--- src/rtl/axis_rr_arbiter_pkg.sv ---
// axis_pkg: shared FSM state type and index-width helper for the stream arbiter and FIFO benches
package axis_pkg;
    typedef enum logic {IDLE, GRANT} arb_state_t;
    function automatic int idx_w(input int n);
        return (n > 1) ? $clog2(n) : 1;
    endfunction
endpackage

--- src/rtl/axis_rr_arbiter_if.sv ---
// axis_rr_arbiter_if: N-source AXI4-Stream fan-in bundle; master is the arbiter view, slave the environment view
interface axis_rr_arbiter_if import axis_pkg::*; #(
    parameter int NUM_SRC = 4,
    parameter int width   = 8
);
    localparam int IW = idx_w(NUM_SRC);
    logic [NUM_SRC*width-1:0] S_TData;
    logic [NUM_SRC-1:0]       S_TValid;
    logic [NUM_SRC-1:0]       S_TLast;
    logic [NUM_SRC-1:0]       S_TReady;
    logic [width-1:0]         M_TData;
    logic                     M_TValid;
    logic                     M_TLast;
    logic                     M_TReady;
    logic [IW-1:0]            M_TDest;
    logic                     isBusy;
    modport master (
        input  S_TData, S_TValid, S_TLast, M_TReady,
        output S_TReady, M_TData, M_TValid, M_TLast, M_TDest, isBusy
    );
    modport slave (
        output S_TData, S_TValid, S_TLast, M_TReady,
        input  S_TReady, M_TData, M_TValid, M_TLast, M_TDest, isBusy
    );
endinterface

--- src/rtl/axis_rr_arbiter_rr_priority_encoder.sv ---
// rr_priority_encoder: finds the first set request strictly after index last, wrapping modulo NUM_SRC
module rr_priority_encoder import axis_pkg::*; #(
    parameter int NUM_SRC = 4,
    localparam int IW = idx_w(NUM_SRC)
) (
    input  logic [NUM_SRC-1:0] req,
    input  logic [IW-1:0]      last,
    output logic [IW-1:0]      sel,
    output logic               any
);
    // Scan farthest-first so the nearest requester after last overwrites earlier hits
    always_comb begin
        sel = '0;
        any = 1'b0;
        for (int k = NUM_SRC; k >= 1; k--) begin
            if (req[(int'(last) + k) % NUM_SRC]) begin
                sel = IW'((int'(last) + k) % NUM_SRC);
                any = 1'b1;
            end
        end
    end
endmodule

--- src/rtl/axis_rr_arbiter.sv ---
// axis_rr_arbiter: packet-locked round-robin arbiter sharing one AXI4-Stream sink among NUM_SRC sources
module axis_rr_arbiter import axis_pkg::*; #(
    parameter int NUM_SRC = 4,
    parameter int width   = 8
) (
    input logic CLK,
    input logic Reset,
    axis_rr_arbiter_if.master bus
);
    localparam int IW = idx_w(NUM_SRC);
    arb_state_t state_q, state_d;
    logic [IW-1:0] grant_q, grant_d, last_grant_q, last_grant_d, sel;
    logic any, busy, xfer;
    rr_priority_encoder #(.NUM_SRC(NUM_SRC)) u_enc (
        .req  (bus.S_TValid),
        .last (last_grant_q),
        .sel  (sel),
        .any  (any)
    );
    assign busy = (state_q == GRANT);
    assign xfer = busy && bus.S_TValid[grant_q] && bus.M_TReady;
    always_comb begin
        state_d      = state_q;
        grant_d      = grant_q;
        last_grant_d = last_grant_q;
        if (!busy) begin
            if (any) begin
                state_d = GRANT;
                grant_d = sel;
            end
        end else if (xfer && bus.S_TLast[grant_q]) begin
            state_d      = IDLE;
            last_grant_d = grant_q;
        end
    end
    always_ff @(posedge CLK) begin
        if (Reset) begin
            state_q      <= IDLE;
            grant_q      <= '0;
            last_grant_q <= IW'(NUM_SRC - 1);
        end else begin
            state_q      <= state_d;
            grant_q      <= grant_d;
            last_grant_q <= last_grant_d;
        end
    end
    assign bus.M_TData  = busy ? bus.S_TData[int'(grant_q)*width +: width] : '0;
    assign bus.M_TValid = busy && bus.S_TValid[grant_q];
    assign bus.M_TLast  = busy && bus.S_TLast[grant_q];
    assign bus.S_TReady = busy ? (NUM_SRC'(bus.M_TReady) << grant_q) : '0;
    assign bus.M_TDest  = grant_q;
    assign bus.isBusy   = busy;
endmodule

--- src/flat_wrapper.sv ---
// flat-port wrapper written by rule: the top's interface ports become plain ports
module axis_rr_arbiter_flat import axis_pkg::*;
#(
    parameter int NUM_SRC = 4,
    parameter int width   = 8
)
  (CLK, Reset, bus_S_TData, bus_S_TValid, bus_S_TLast, bus_M_TReady, bus_S_TReady, bus_M_TData, bus_M_TValid, bus_M_TLast, bus_M_TDest, bus_isBusy);
  axis_rr_arbiter_if #(.NUM_SRC(NUM_SRC), .width(width)) bus_i ();
  input logic CLK;
  input logic Reset;
  input wire logic [$bits(bus_i.S_TData)-1:0] bus_S_TData;
  input wire logic [$bits(bus_i.S_TValid)-1:0] bus_S_TValid;
  input wire logic [$bits(bus_i.S_TLast)-1:0] bus_S_TLast;
  input wire logic [$bits(bus_i.M_TReady)-1:0] bus_M_TReady;
  output wire logic [$bits(bus_i.S_TReady)-1:0] bus_S_TReady;
  output wire logic [$bits(bus_i.M_TData)-1:0] bus_M_TData;
  output wire logic [$bits(bus_i.M_TValid)-1:0] bus_M_TValid;
  output wire logic [$bits(bus_i.M_TLast)-1:0] bus_M_TLast;
  output wire logic [$bits(bus_i.M_TDest)-1:0] bus_M_TDest;
  output wire logic [$bits(bus_i.isBusy)-1:0] bus_isBusy;
  assign bus_i.S_TData = bus_S_TData;
  assign bus_i.S_TValid = bus_S_TValid;
  assign bus_i.S_TLast = bus_S_TLast;
  assign bus_i.M_TReady = bus_M_TReady;
  assign bus_S_TReady = bus_i.S_TReady;
  assign bus_M_TData = bus_i.M_TData;
  assign bus_M_TValid = bus_i.M_TValid;
  assign bus_M_TLast = bus_i.M_TLast;
  assign bus_M_TDest = bus_i.M_TDest;
  assign bus_isBusy = bus_i.isBusy;
  axis_rr_arbiter #(.NUM_SRC(NUM_SRC), .width(width)) u_core (.CLK(CLK), .Reset(Reset), .bus(bus_i));
endmodule
--- config.mk ---
export PLATFORM = sky130hd
export DESIGN_NAME = axis_rr_arbiter_flat
export DESIGN_NICKNAME = d
export VERILOG_FILES = /design/src/rtl/axis_rr_arbiter_pkg.sv /design/src/rtl/axis_rr_arbiter_if.sv /design/src/rtl/axis_rr_arbiter_rr_priority_encoder.sv /design/src/rtl/axis_rr_arbiter.sv /design/src/flat_wrapper.sv
export SDC_FILE = /design/constraint.sdc
export NUM_CORES = 1
export LEC_CHECK = 0
export CAP_MARGIN = 25
export CORE_MARGIN = 1
export CORE_UTILIZATION = 32
export CTS_CLUSTER_SIZE = 8
export DETAILED_ROUTE_END_ITERATION = 12
export GPL_ROUTABILITY_DRIVEN = 0
export GPL_TIMING_DRIVEN = 0
export PLACE_DENSITY = 0.91
export SKIP_LAST_GASP = 1
export SLEW_MARGIN = 20
export SYNTH_ARGS = -nofsm -noshare
export SYNTH_HDL_FRONTEND = slang
export SYNTH_SLANG_ARGS = --single-unit
--- constraint.sdc ---
create_clock -name CLK -period 2.9 [get_ports CLK]
set_input_delay 0.435 -clock CLK [delete_from_list [all_inputs] [get_ports CLK]]
set_output_delay 0.435 -clock CLK [all_outputs]
set_load 0.05 [all_outputs]
==> results of run 1 <==
## timing repair
item	CTS	global route
buffers inserted	0	0
setup endpoints to repair	0	5
hold endpoints to repair	0	0
resized for setup	0	1
hold buffers	0	0
## logic make-up after synthesis
kind of cell	after synthesis
flip-flops	5
buffers and inverters	8
multiplexers	13
AO/OA/AOI/OAI	14
AND/OR/NAND/NOR	28
## flip-flops by register name (all words and copies together) (netlist names)
name / count
u_core.bus.M_TDest: 2
u_core.last_grant_q: 2
u_core.bus.isBusy: 1
## layer usage
metal | vias to the layer above | share of wire [%] | global-route usage (%)
met5 | - | 0 | 0
met4 | 0 | 0 | 6.47
met3 | 0 | 8.5 | 5.16
met2 | 35 | 49 | 40.8
met1 | 385 | 42 | 26.8
li1 | 380 | - | -
## worst paths after layout
check	from	end	slack, ps	cells past startpoint
setup / recovery	u_core.bus.M_TDest[0]	bus_M_TData[4]	110	4
hold / removal	u_core.last_grant_q[1]	u_core.last_grant_q[1]	590	2
setup reg to reg	u_core.bus.M_TDest[0]	u_core.last_grant_q[0]	1310	3
hold reg to reg	u_core.last_grant_q[1]	u_core.last_grant_q[1]	590	2
## worst min-delay path, stage by stage, from the launching register on
cell and delay, ps:
dfxtp_1 350, nor2_1 120, mux2i_1 70
## cells in the final DEF (no fill, tap or decap), types with 2 or more instances in the layout
cell type         n
clkdlybuf4s50_1  59
and2_1            9
inv_1             4
o21ai_0           2
dfxtp_1           5
mux2i_1           4
clkbuf_1          2
clkbuf_4          3
mux4_2            9
a21oi_1           3
nor2_1            9
nand2_1           4
o22ai_1           3
## metrics by stage
step / cell area, um2 / utilization (%) / power (uW)
final: 1260 / 71.7 / 525
after global routing: 1260 / 71.7 / 556
after CTS: 1260 / 71.6 / 532
after detailed placement: 1240 / 70.1 / 451
after global placement: 1240 / 70.1 / 444
after floorplan: 616 / - / 311
## area by class of cell
type	count	share of cell area (%)
Timing Repair Buffer	59	46.7
Multi-Input combinational cell	55	38.0
Sequential cell	5	7.91
Tap cell	25	2.47
Clock buffer	4	2.08
Buffer	4	1.68
Inverter	4	1.19
## power groups by stage
stage	Sequential, uW	Combinational, uW	Clock, uW
after floorplan	109	202	0
after global placement	89.9	354	0
after detailed placement	90.6	361	0
after CTS	89.3	362	81.6
after global routing	91.2	380	85.6
final	89.7	359	75.9
==> results.md, run 1 <==
- Top cells by count, synth: and2_1 (9), mux4_2 (9), nor2_1 (9)
- Register Area: 100 um2
- Vias in the first global route: 775
- Fin crit share: 96.3%
- Cell internal pwr: 298 uW
- DR WL/cell: 14.9 um
- Clock power share: 14.5%
- Syn Area/Cell: 9.05 um2
- Drt drc: 0
- Dpl hpwl: 1.97 mm
- Synth top area share: 32.9%
- Final nets: 175
- Max-Cap Viols: 0
- Peak supply drop: 0.316 mV
- Clk slew on worst S/H paths: 40 ps
- CP Data Required Time: 2470 ps
- Max-slew violations: 0
- Dpl ws: 127 ps
- Number of buffer and inverter stages on the critical path: 2
- CP startpoint kind: flip-flop
- XOR/XNOR Fraction of Synth Area: 0%
- Worst Max-Slew Pin Slew: 512 ps
- Post-synthesis simple-gate area fraction: 23.6%
- First-pass DRT Iterations: 4
- Crit end category: output port
- Routed WL: 2.32 mm
- Via count: 800
- Multiplexer share of the synthesized area: 39.4%
- Core area: 1760 um2
- Cell Count Post-Placement: 152
- Synth warn: 0
- Clock buffer depth: 2
- Grt ovf: 0
- Initial antenna violation count: 0
- CTS tree: yes
- Sequential Power Share: 17.1%
- Setup TNS: 0 ps
- Main synth FF type: dfxtp_1
- Final min period: 2790 ps
- Final setup fails: 0
- I/O pin count: 60
- Area leader, netlist: mux4_2
- Fraction of layout cells with a size suffix above 1: 12.2%
- Cells after Synth: 68
- Critical path's slowest cell: clkdlybuf4s50_1
- Leak: 0.000475 uW
- Fmax: 358 MHz
- Net Switching: 227 uW
- Crit Path Class: flip-flop to output port
- Logic pwr share: 68.5%
- DRT iter0 DRCs: 12
- Status: completed
- Slew HR: 65.8%
- Mapped Nets: 111
- RSZ-0062 raised after global routing: false
- Compound-Gate Fraction of Synth Area: 15.0%
- Post-synth cell types: 26
- Multi-input gate area: 480 um2
- PD cells: 415 nW/um2
- DRT antenna net count: 0
- Height of the die: 45.9 um
- Rows: 15
- Top delay family on crit path: buffers and inverters
- Total CTS buffers: 3
- H-tree levels: 1
- Hold Fails Final Rpt: 0
- Root Driver: clkbuf_4
- Main area contributors after synthesis: mux4_2 (33%), dfxtp_1 (16%), and2_1 (9.1%), mux2i_1 (6.5%), nor2_1 (5.5%)
- CP max FO: 10
- Crit path DAT: 2360 ps
- Worst hold path type: flip-flop to flip-flop
- Final setup margin: 109 ps
- IO buf count: 59
- CP peak stage delay: 690 ps
- Initial Util: 34.9%
- Clock Latency Late Sink: 230 ps
- Sequential share of the synthesized area: 16.3%
- Asr flop ratio synth: 0%
- Skew final: 2.49 ps
- Largest family of logic cells by synthesized area: multiplexers
- Total GRT Usage: 22.8%
- Global-route wire length before repair: 3.44 mm
- Synth-to-Final Area Change: 105%
- Final non-filler cell total: 156
- Sink Count: 5
- Sw Share: 43.2%
- Ant. Diodes: 0
- Largest net degree at the start of global routing: 11
- EDFF count, synth: 0
- Fill cells: 130
- CP Cell Sequence: buf_4 > mux4_2 > and2_1 > clkdlybuf4s50_1
- Mapped Area: 616 um2
- Synthesized flop and latch total: 5
- DIE AREA: 2100 um2
- Chip width: 45.9 um
- Final hold slack: 589 ps
- Vias per inst: 5.13
- Adder-Cell Fraction of Synth Area: 0%
(Power assumes the default switching activity.)
==> run 2, diff against run 1 <==
CORE_MARGIN = unset   (was 1)
PLACE_DENSITY = unset   (was 0.91)
PLACE_DENSITY_LB_ADDON = 0.08   (was unset)
==> run 2 against run 1 <==
- clock power rose by 3.6%
- largest power group unchanged
- largest cell class unchanged
- power rose by 0.46%
- clock skew rose by 1.6 ps
- combinational power barely moved
- sequential share of layout area did not move
- first-iteration DRC count rose by 42%
- sequential power fell by 0.6%
- fmax rose by 0.30%
- global-route usage fell by 3.0 points
==> results.md, run 2 (synthesized netlist as in run 1, its figures left out) <==
- IO buf count: 59
- Post-CTS Setup Repair Bufs: 0
- Skew final: 4.08 ps
- Height of the die: 45.9 um
- Root Driver: clkbuf_4
- Fmax: 359 MHz
- DIE AREA: 2100 um2
- Fill cells: 175
- Clock power share: 14.9%
- CP max FO: 10
- Vias in the first global route: 725
- CTS tree: yes
- Vias per inst: 5.00
- Slew HR: 65.8%
- Final setup fails: 0
- Most common cell after layout, fill and taps aside: clkdlybuf4s50_1
- PD cells: 417 nW/um2
- Multi-input gate area: 480 um2
- Total GRT Usage: 19.8%
- DRT iter0 DRCs: 17
- First-pass DRT Iterations: 4
- Synth-to-Final Area Change: 105%
- Setup TNS: 0 ps
- Routed WL: 2.10 mm
- Crit path DAT: 2350 ps
- Peak supply drop: 0.334 mV
- Sw Share: 43.5%
- DRT antenna net count: 0
- Core area: 1760 um2
- DR WL/cell: 13.4 um
- Max-Cap Viols: 0
- Chip width: 45.9 um
- Sequential Power Share: 16.9%
- I/O pin count: 60
- Register Area: 100 um2
- Fin crit share: 96.0%
- Initial antenna violation count: 0
- Leak: 0.000476 uW
- Rows: 15
- Clock buffer depth: 2
- Clk slew on worst S/H paths: 40 ps
- Fraction of layout cells with a size suffix above 1: 12.2%
- Global-route wire length before repair: 2.98 mm
- Initial Util: 34.9%
- Status: completed
- Worst Max-Slew Pin Slew: 512 ps
- Grt ovf: 0
- Final hold slack: 578 ps
- Clock Latency Late Sink: 240 ps
- Design Power: 527 uW
- Crit end category: output port
- Net Switching: 229 uW
- Logic pwr share: 68.2%
- Final min period: 2780 ps
- Crit Path Class: flip-flop to output port
- CP Data Required Time: 2470 ps
- Max-slew violations: 0
- Largest net degree at the start of global routing: 11
- Final nets: 175
- Hold Fails Final Rpt: 0
- RSZ-0062 raised after global routing: false
- Total CTS buffers: 3
- H-tree levels: 1
- Utilization after layout: 71.7%
- Ant. Diodes: 0
- Drt drc: 0
- Worst hold path type: flip-flop to flip-flop
- Via count: 780
- CP startpoint kind: flip-flop
- Most frequent cells in the layout: clkdlybuf4s50_1 (59), mux4_2 (9), and2_1 (9), nor2_1 (9), dfxtp_1 (5)
- Sink Count: 5
- Dpl hpwl: 1.77 mm
- Cell internal pwr: 298 uW
- Hold buffers post-CTS: 0
==> run 2: routing by layer <==
| metal | vias to the layer above | GRT usage, % | part of all wire [%] |
|---|---|---|---|
| met5 | - | 0 | 0 |
| met2 | 41 | 38.3 | 55 |
| met1 | 358 | 20.1 | 34 |
| met4 | 0 | 7.06 | 0.38 |
| li1 | 379 | - | - |
| met3 | 2 | 4.37 | 10 |
==> run 2: area by class of cell <==
| type | count | share of cell area (%) |
|---|---|---|
| multi-input combinational | 55 | 38.0 |
| timing repair buffer | 59 | 46.7 |
| inverter | 4 | 1.19 |
| sequential | 5 | 7.91 |
| clock buffer | 4 | 2.08 |
| tap | 25 | 2.47 |
| buffer | 4 | 1.68 |
==> run 2: repair_timing <==
| item | in CTS | in global routing |
|---|---|---|
| setup endpoints to repair | 5 | 0 |
| gates resized for setup | 1 | 0 |
| hold endpoints to repair | 0 | 0 |
==> run 2: critical path, stage by stage (launching register included) <==
cell	delay [ps]
dfxtp_1	450
buf_4	270
mux4_2	520
and2_1	170
clkdlybuf4s50_1	700
==> run 2: per-stage QoR <==
| step | area, um2 | cells | setup slack (ps) |
|---|---|---|---|
| 5_1_grt | 1260 | 156 | 8.60 |
| 6_report | 1260 | 156 | 117 |
| 2_1_floorplan | 616 | 68 | 510 |
| 3_5_place_dp | 1240 | 152 | 146 |
| 3_3_place_gp | 1240 | 152 | 152 |
| 4_1_cts | 1260 | 156 | 84.8 |
==> run 2: final timing paths <==
| check | from | to | slack (ps) | depth (start not counted) |
|---|---|---|---|---|
| worst max register to register | u_core.bus.M_TDest[0] | u_core.last_grant_q[0] | 1320 | 3 |
| worst max-delay path | u_core.bus.M_TDest[0] | bus_M_TData[4] | 120 | 4 |
| worst min-delay path | u_core.last_grant_q[0] | u_core.bus.M_TDest[0] | 580 | 2 |
| worst min register to register | u_core.last_grant_q[0] | u_core.bus.M_TDest[0] | 580 | 2 |
==> run 2: power by group through the flow <==
stage | sequential (uW) | clock (uW) | combinational, uW
after floorplan | 109 | 0 | 202
after global placement | 90.1 | 0 | 356
after detailed placement | 90.5 | 0 | 362
after CTS | 89.2 | 82.0 | 363
after global routing | 90.6 | 87.9 | 380
final | 89.2 | 78.6 | 360
